`src/rtl/player_draw_pkg.sv`:
```
// Shared screen geometry, default colours, FSM state type and the
// clamped one-pixel step helper for the player box drawer.
package player_draw_pkg;

  localparam int SCREEN_W = 160;
  localparam int SCREEN_H = 120;

  localparam logic [2:0] COL_PLAYER = 3'b100;
  localparam logic [2:0] COL_BG     = 3'b111;

  typedef enum logic [2:0] {
    INIT,
    WAIT,
    UPDATE,
    ERASE,
    DRAW
  } state_t;

  // One step toward inc or dec, held inside [0, max_pos]; opposing buttons cancel.
  function automatic logic [7:0] step_clamp(input logic [7:0] pos,
                                            input logic       inc,
                                            input logic       dec,
                                            input logic [7:0] max_pos);
    if (inc && !dec && pos < max_pos) return pos + 8'd1;
    if (dec && !inc && pos != 8'd0)   return pos - 8'd1;
    return pos;
  endfunction

endpackage

```
`src/rtl/player_box_drawer_if.sv`:
```
// Button inputs and VGA-adapter pixel port of the player box drawer.
// master: the drawer side; slave: the adapter/button side.
interface player_box_drawer_if;

  logic       move_up;
  logic       move_down;
  logic       move_left;
  logic       move_right;
  logic [7:0] xpos;
  logic [6:0] ypos;
  logic [2:0] color;
  logic       plot;
  logic       busy;
  logic       frame_done;

  modport master (
    input  move_up, move_down, move_left, move_right,
    output xpos, ypos, color, plot, busy, frame_done
  );

  modport slave (
    output move_up, move_down, move_left, move_right,
    input  xpos, ypos, color, plot, busy, frame_done
  );

endinterface

```
`src/rtl/frame_tick_gen.sv`:
```
// Free-running frame divider: one-cycle tick every FRAME_DIV clock cycles.
module frame_tick_gen #(
  parameter int FRAME_DIV = 833333
) (
  input  logic clk,
  input  logic resetn,
  output logic tick
);

  localparam int             CW   = $clog2(FRAME_DIV);
  localparam logic [CW-1:0]  LAST = CW'(FRAME_DIV - 1);

  logic [CW-1:0] cnt_q;

  // NOTE: sequential state uses non-blocking assignments so every register
  // samples the pre-edge values, independent of statement order.
  always_ff @(posedge clk or negedge resetn) begin
    if (!resetn) cnt_q <= '0;
    else         cnt_q <= (cnt_q == LAST) ? '0 : cnt_q + CW'(1);
  end

  assign tick = (cnt_q == LAST);

endmodule

```
`src/rtl/player_box_drawer.sv`:
```
// Player box pixel-write generator: erases the old box and draws the new one on each move.
// Define TRAIL_EN to skip the erase pass so the box leaves a trail.
module player_box_drawer
  import player_draw_pkg::*;
#(
  parameter int         BOX_W      = 4,
  parameter int         BOX_H      = 4,
  parameter int         FRAME_DIV  = 833333,
  parameter int         START_X    = 78,
  parameter int         START_Y    = 58,
  parameter logic [2:0] PLAYER_COL = COL_PLAYER,
  parameter logic [2:0] BG_COL     = COL_BG
) (
  input  logic                       clk,
  input  logic                       resetn,
  player_box_drawer_if.master        bus
);

  localparam logic [7:0] MAX_X    = 8'(SCREEN_W - BOX_W);
  localparam logic [7:0] MAX_Y    = 8'(SCREEN_H - BOX_H);
  localparam logic [3:0] LAST_COL = 4'(BOX_W - 1);
  localparam logic [3:0] LAST_ROW = 4'(BOX_H - 1);

  state_t     state_q, state_d;
  logic [3:0] col_q, col_d, row_q, row_d;
  logic [7:0] pos_x_q, pos_x_d, tgt_x_q, tgt_x_d, move_x;
  logic [6:0] pos_y_q, pos_y_d, tgt_y_q, tgt_y_d, move_y;
  logic       pending_q, pending_d;
  logic       tick, scan_last, done_d, plot_d, busy_d;

  frame_tick_gen #(.FRAME_DIV(FRAME_DIV)) u_tick (
    .clk    (clk),
    .resetn (resetn),
    .tick   (tick)
  );

  assign move_x    = step_clamp(pos_x_q, bus.move_right, bus.move_left, MAX_X);
  assign move_y    = 7'(step_clamp({1'b0, pos_y_q}, bus.move_down, bus.move_up, MAX_Y));
  assign scan_last = (col_q == LAST_COL) && (row_q == LAST_ROW);

  // A tick that lands while a pass is running is remembered once; UPDATE consumes it.
  assign pending_d = (pending_q && state_q != UPDATE) || (tick && state_q != WAIT);

  // NOTE: every signal written here gets a default first, so no path leaves
  // one unassigned and no latch is inferred.
  always_comb begin
    state_d = state_q;
    col_d   = col_q;
    row_d   = row_q;
    pos_x_d = pos_x_q;
    pos_y_d = pos_y_q;
    tgt_x_d = tgt_x_q;
    tgt_y_d = tgt_y_q;
    done_d  = 1'b0;

    unique case (state_q)
      INIT: begin
        state_d = DRAW;
        col_d   = '0;
        row_d   = '0;
      end
      WAIT: begin
        if (tick || pending_q) state_d = UPDATE;
      end
      UPDATE: begin
        tgt_x_d = move_x;
        tgt_y_d = move_y;
        col_d   = '0;
        row_d   = '0;
        if (move_x != pos_x_q || move_y != pos_y_q) begin
`ifdef TRAIL_EN
          state_d = DRAW;
          pos_x_d = move_x;
          pos_y_d = move_y;
`else
          state_d = ERASE;
`endif
        end else begin
          state_d = WAIT;
        end
      end
      ERASE, DRAW: begin
        if (scan_last) begin
          col_d = '0;
          row_d = '0;
          if (state_q == ERASE) begin
            state_d = DRAW;
            pos_x_d = tgt_x_q;
            pos_y_d = tgt_y_q;
          end else begin
            state_d = WAIT;
            done_d  = 1'b1;
          end
        end else if (col_q == LAST_COL) begin
          col_d = '0;
          row_d = row_q + 4'd1;
        end else begin
          col_d = col_q + 4'd1;
        end
      end
      default: state_d = INIT;
    endcase

    plot_d = (state_d == ERASE) || (state_d == DRAW);
    busy_d = plot_d || (state_d == INIT);
  end

  // Outputs are loaded from next-state values so they line up with the state register.
  always_ff @(posedge clk or negedge resetn) begin
    if (!resetn) begin
      state_q        <= INIT;
      col_q          <= '0;
      row_q          <= '0;
      pos_x_q        <= 8'(START_X);
      pos_y_q        <= 7'(START_Y);
      tgt_x_q        <= 8'(START_X);
      tgt_y_q        <= 7'(START_Y);
      pending_q      <= 1'b0;
      bus.xpos       <= '0;
      bus.ypos       <= '0;
      bus.color      <= '0;
      bus.plot       <= 1'b0;
      bus.busy       <= 1'b0;
      bus.frame_done <= 1'b0;
    end else begin
      state_q        <= state_d;
      col_q          <= col_d;
      row_q          <= row_d;
      pos_x_q        <= pos_x_d;
      pos_y_q        <= pos_y_d;
      tgt_x_q        <= tgt_x_d;
      tgt_y_q        <= tgt_y_d;
      pending_q      <= pending_d;
      bus.plot       <= plot_d;
      bus.busy       <= busy_d;
      bus.frame_done <= done_d;
      if (plot_d) begin
        bus.xpos  <= pos_x_d + {4'b0, col_d};
        bus.ypos  <= pos_y_d + {3'b0, row_d};
        bus.color <= (state_d == ERASE) ? BG_COL : PLAYER_COL;
      end
    end
  end

endmodule

```
`src/flat_wrapper.sv`:
```
// flat-port wrapper written by rule: the top's interface ports become plain ports
module player_box_drawer_flat import player_draw_pkg::*;
#(
  parameter int         BOX_W      = 4,
  parameter int         BOX_H      = 4,
  parameter int         FRAME_DIV  = 833333,
  parameter int         START_X    = 78,
  parameter int         START_Y    = 58,
  parameter logic [2:0] PLAYER_COL = COL_PLAYER,
  parameter logic [2:0] BG_COL     = COL_BG
)
  (clk, resetn, bus_move_up, bus_move_down, bus_move_left, bus_move_right, bus_xpos, bus_ypos, bus_color, bus_plot, bus_busy, bus_frame_done);
  player_box_drawer_if bus_i ();
  input  logic clk;
  input  logic resetn;
  input wire logic [$bits(bus_i.move_up)-1:0] bus_move_up;
  input wire logic [$bits(bus_i.move_down)-1:0] bus_move_down;
  input wire logic [$bits(bus_i.move_left)-1:0] bus_move_left;
  input wire logic [$bits(bus_i.move_right)-1:0] bus_move_right;
  output wire logic [$bits(bus_i.xpos)-1:0] bus_xpos;
  output wire logic [$bits(bus_i.ypos)-1:0] bus_ypos;
  output wire logic [$bits(bus_i.color)-1:0] bus_color;
  output wire logic [$bits(bus_i.plot)-1:0] bus_plot;
  output wire logic [$bits(bus_i.busy)-1:0] bus_busy;
  output wire logic [$bits(bus_i.frame_done)-1:0] bus_frame_done;
  assign bus_i.move_up = bus_move_up;
  assign bus_i.move_down = bus_move_down;
  assign bus_i.move_left = bus_move_left;
  assign bus_i.move_right = bus_move_right;
  assign bus_xpos = bus_i.xpos;
  assign bus_ypos = bus_i.ypos;
  assign bus_color = bus_i.color;
  assign bus_plot = bus_i.plot;
  assign bus_busy = bus_i.busy;
  assign bus_frame_done = bus_i.frame_done;
  player_box_drawer #(.BOX_W(BOX_W), .BOX_H(BOX_H), .FRAME_DIV(FRAME_DIV), .START_X(START_X), .START_Y(START_Y), .PLAYER_COL(PLAYER_COL), .BG_COL(BG_COL)) u_core (.clk(clk), .resetn(resetn), .bus(bus_i));
endmodule
```
`config.mk`:
```
export PLATFORM = sky130hd
export DESIGN_NAME = player_box_drawer_flat
export DESIGN_NICKNAME = d
export VERILOG_FILES = /design/src/rtl/player_draw_pkg.sv /design/src/rtl/player_box_drawer_if.sv /design/src/rtl/frame_tick_gen.sv /design/src/rtl/player_box_drawer.sv /design/src/flat_wrapper.sv
export SDC_FILE = /design/constraint.sdc
export NUM_CORES = 1
export LEC_CHECK = 0
export BUFFER_PORTS_ARGS = -buffer_cell sky130_fd_sc_hd__buf_2
export CORE_ASPECT_RATIO = 1.75
export CORE_MARGIN = 4
export CORE_UTILIZATION = 55
export DETAILED_ROUTE_END_ITERATION = 7
export PLACE_DENSITY = 0.76
export SYNTH_ARGS = -nofsm -noshare
export SYNTH_HDL_FRONTEND = slang
export SYNTH_HIERARCHICAL = 1
export SYNTH_SLANG_ARGS = --single-unit
export TNS_END_PERCENT = 50
```
`constraint.sdc`:
```
create_clock -name clk -period 2.98 [get_ports clk]
set_input_delay 0.298 -clock clk [delete_from_list [all_inputs] [get_ports clk]]
set_output_delay 0.298 -clock clk [all_outputs]
set_load 0.02 [all_outputs]
```
==> results.sh <==
export IMPL_status="finished clean"
export IMPL_num_rows=43
export IMPL_nNetsFinal=515
export IMPL_period_share=0.9566
export IMPL_num_antenna_cells=0
export IMPL_yosysSeqAreaShare=0.4567
export IMPL_grt_overflow=0
export IMPL_die_w_um=76.66
export IMPL_rsz0062_at_grt="true"
export IMPL_start_kind="register"
export IMPL_ant_nets=0
export IMPL_syn_inst=454
export IMPL_drc=0
export IMPL_seqCellArea_mm2=0.002072
export IMPL_synth_top_area_cell="dfrtp_1"
export IMPL_slew_violations=0
export IMPL_worstSkewPairLatency_ps=330
export IMPL_cellLeakagePower_nw=2.346
export IMPL_root_buffer="clkbuf_16"
export IMPL_drt_initial_drc_count=189
export IMPL_vdd_ir_drop_max_v=0.0003744
export IMPL_synth_top_area_frac=0.3640
export IMPL_htree_levels=3
export IMPL_setup_violations=0
export IMPL_cp_end_kind="register"
export IMPL_grt_max_degree=83
export IMPL_firstDrtPassIters=4
export IMPL_die_area_mm2=0.009823
export IMPL_initial_core_util=0.5698
export IMPL_cts_inserted_buffers=9
export IMPL_synth_edf_count=0
export IMPL_post_dp_hpwl_mm=7.043
export IMPL_slew_headroom=0.3295
export IMPL_antenna_found_initial=0
export IMPL_gr_usage_all_layers=0.2155
export IMPL_syn_nets=479
export IMPL_grt_pass1_vias=3563
export IMPL_max_freq_mhz=350.8
export IMPL_cts_tree="built"
export IMPL_power_density_mw_per_mm2=594.3
export IMPL_path_class="register to register"
export IMPL_place_congestion=0.8663
export IMPL_worst_slack_ps=129.5
export IMPL_cap_viol_max_count=0
export IMPL_dp_slack_ps=-72.25
export IMPL_vias=3457
export IMPL_tightest_slew_ps=1006
export IMPL_buffer_ports_inserted=26
export IMPL_clockBufferDepth=2
export IMPL_clock_sinks=82
export IMPL_ys_flop_type="dfrtp_1"
export IMPL_cts_clk_slew_worst_paths_ps=60
export IMPL_routed_via_density=5.909
export IMPL_ys_async_sr_fraction=1.000
export IMPL_fin_worst_skew_ps=4.364
export IMPL_yosys_top_cells_area="dfrtp_1 36%, dfstp_2 9.3%, ha_1 4.7%"
export IMPL_holdCritPathClass="input port to asynchronous set/reset pin"
export IMPL_synth_cell_types=66
export IMPL_grt_pass1_wl_mm=16.71
export IMPL_dp_cells=566
export IMPL_required_ps=3230
export IMPL_final_cells=585
export IMPL_fp_dieH_um=128.1
export IMPL_multiInputGateArea_mm2=0.002354
export IMPL_place_area_mm2=0.004830
export IMPL_tns_ps=0
export IMPL_fillers=620
export IMPL_postLayoutCellArea_mm2=0.005223
export IMPL_synthToLayoutAreaGrowth_pct=15.11
export IMPL_io_pins=27
export IMPL_ys_warn_count=6
export IMPL_min_period_ps=2851
export IMPL_layout_drive_gt1_share=0.2323
export IMPL_path_max_fanout=21
export IMPL_core_region_area_mm2=0.007963
export IMPL_drt_total_wl_mm=9.859
export IMPL_yosys_register_bits=82
export IMPL_crit_arrival_ps=3100
export IMPL_syn_avg_cell_area_um2=9.993
export IMPL_synth_area_mm2=0.004537
export IMPL_hold_viol_final=0
export IMPL_wire_per_inst_um=16.85
==> critical path, cell delays in order (launching register included) <==
cell and delay (ps):
dfrtp_1 360, ha_1 210, nor3b_2 300, nand3_2 150, buf_12 180, mux2_2 240
ha_1 160, inv_1 60, fa_2 370, nor2b_2 130, o21ai_1 80, nand2b_1 140
o21ai_1 100, xor2_1 140, o21ai_0 140
==> cell type report <==
class / instances / share of cell area
clock buffers: 14 / 0.05055
clock inverters: 2 / 0.006708
inverters: 22 / 0.01581
multi-input cells: 328 / 0.4506
flip-flops and latches: 82 / 0.3967
well taps: 90 / 0.02156
repair buffers: 47 / 0.05798
==> synthesized netlist by cell type (4+ instances only) <==
cell type	instances
a22oi_1	5
nand2b_1	6
nor3b_1	5
dfrtp_1	66
clkbuf_1	12
nor2_1	29
mux2_2	13
ha_1	17
nand2_1	41
nor2b_1	6
xor2_1	15
nand4_1	11
nor4_1	4
buf_2	7
and3_1	6
nand3_1	14
xnor2_1	24
a21o_1	6
a21oi_1	12
a22o_1	5
nor3_1	5
o21ai_0	42
inv_1	22
dfstp_2	16
==> what timing repair did <==
action | in CTS | in global routing
gates resized for setup | 3 | 17
gates cloned | 0 | 0
buffers inserted | 2 | 1
pin swaps | 0 | 5
endpoints found under the setup margin | 6 | 6
hold buffers | 0 | 0
==> layout by cell type (no fill, tap or decap), types with 6 or more instances in the layout <==
cell type and instances:
a21oi_1 11, ha_1 15, dfstp_2 16, nand2_1 41, inv_1 22, xnor2_1 24, nand2b_1 6, nor2_1 29
mux2_2 13, o21ai_0 38, nand3_1 13, xor2_1 15, buf_2 25, a21o_1 6, nand4_1 11, clkbuf_16 9
buf_4 21, dfrtp_1 66, and3_1 6
==> stage by stage <==
stage	hold WS, ps	util	power, mW
2_1_floorplan	2.409	-	1.680
3_3_place_gp	444.5	0.6065	1.898
3_5_place_dp	449.5	0.6065	1.921
4_1_cts	172.3	0.6480	3.066
5_1_grt	217.8	0.6559	3.264
6_report	109.0	0.6559	3.104
==> flip-flops by register name (all words and copies together), names as in the netlist, 4 cells and up <==
signal and flops:
u_core/pos_x_q 8, u_core/bus.xpos 8, u_core/bus.ypos 7, u_core/tgt_x_q 8, u_core/col_q 4, u_core/pos_y_q 7, u_core/tgt_y_q 7, u_core/row_q 4
u_core/u_tick/cnt_q 20
==> cells by family (layout without fill, tap and decap cells) <==
logic type,count (synthesis),in the layout,synth area share
compound gates,100,100,0.1467
fa+ha+maj,19,19,0.05571
simple gates,152,152,0.1815
buf+inv,44,85,0.04026
mux,18,18,0.04385
flops,82,82,0.4567
xor+xnor,39,39,0.07529
==> power breakdown <==
part           switching [mW]  internal, mW  total, mW
clock                   0.402         0.694       1.10
combinational           0.410         0.333      0.743
sequential             0.0560          1.21       1.27
total                   0.868          2.24       3.10
==> path summary, 6_finish.rpt <==
kind | start | end | slack, ps | depth (start not counted)
worst min-delay path | resetn | u_core/bus.ypos[1]$_DFFE_PN0P_ | 110 | 1
worst min register to register | u_core/bus.color[2]$_DFFE_PN0P_ | u_core/bus.color[2]$_DFFE_PN0P_ | 470 | 1
worst max-delay path | u_core/row_q[0]$_DFF_PN0_ | u_core/bus.ypos[6]$_DFFE_PN0P_ | 130 | 14
worst max register to register | u_core/row_q[0]$_DFF_PN0_ | u_core/bus.ypos[6]$_DFFE_PN0P_ | 130 | 14
min in group clk | u_core/bus.color[2]$_DFFE_PN0P_ | u_core/bus.color[2]$_DFFE_PN0P_ | 470 | 1
max in group asynchronous | resetn | u_core/bus.ypos[3]$_DFFE_PN0P_ | 2200 | 1
==> routing by layer <==
| layer | routed length (um) | vias to the layer above | track usage |
|---|---|---|---|
| li1 | - | 1689 | - |
| met1 | 3817 | 1674 | 0.2248 |
| met2 | 5511 | 71 | 0.4049 |
| met3 | 246 | 23 | 0.03657 |
| met4 | 284 | 0 | 0.1195 |
| met5 | 0 | - | 0 |
(Power assumes the default switching activity.)
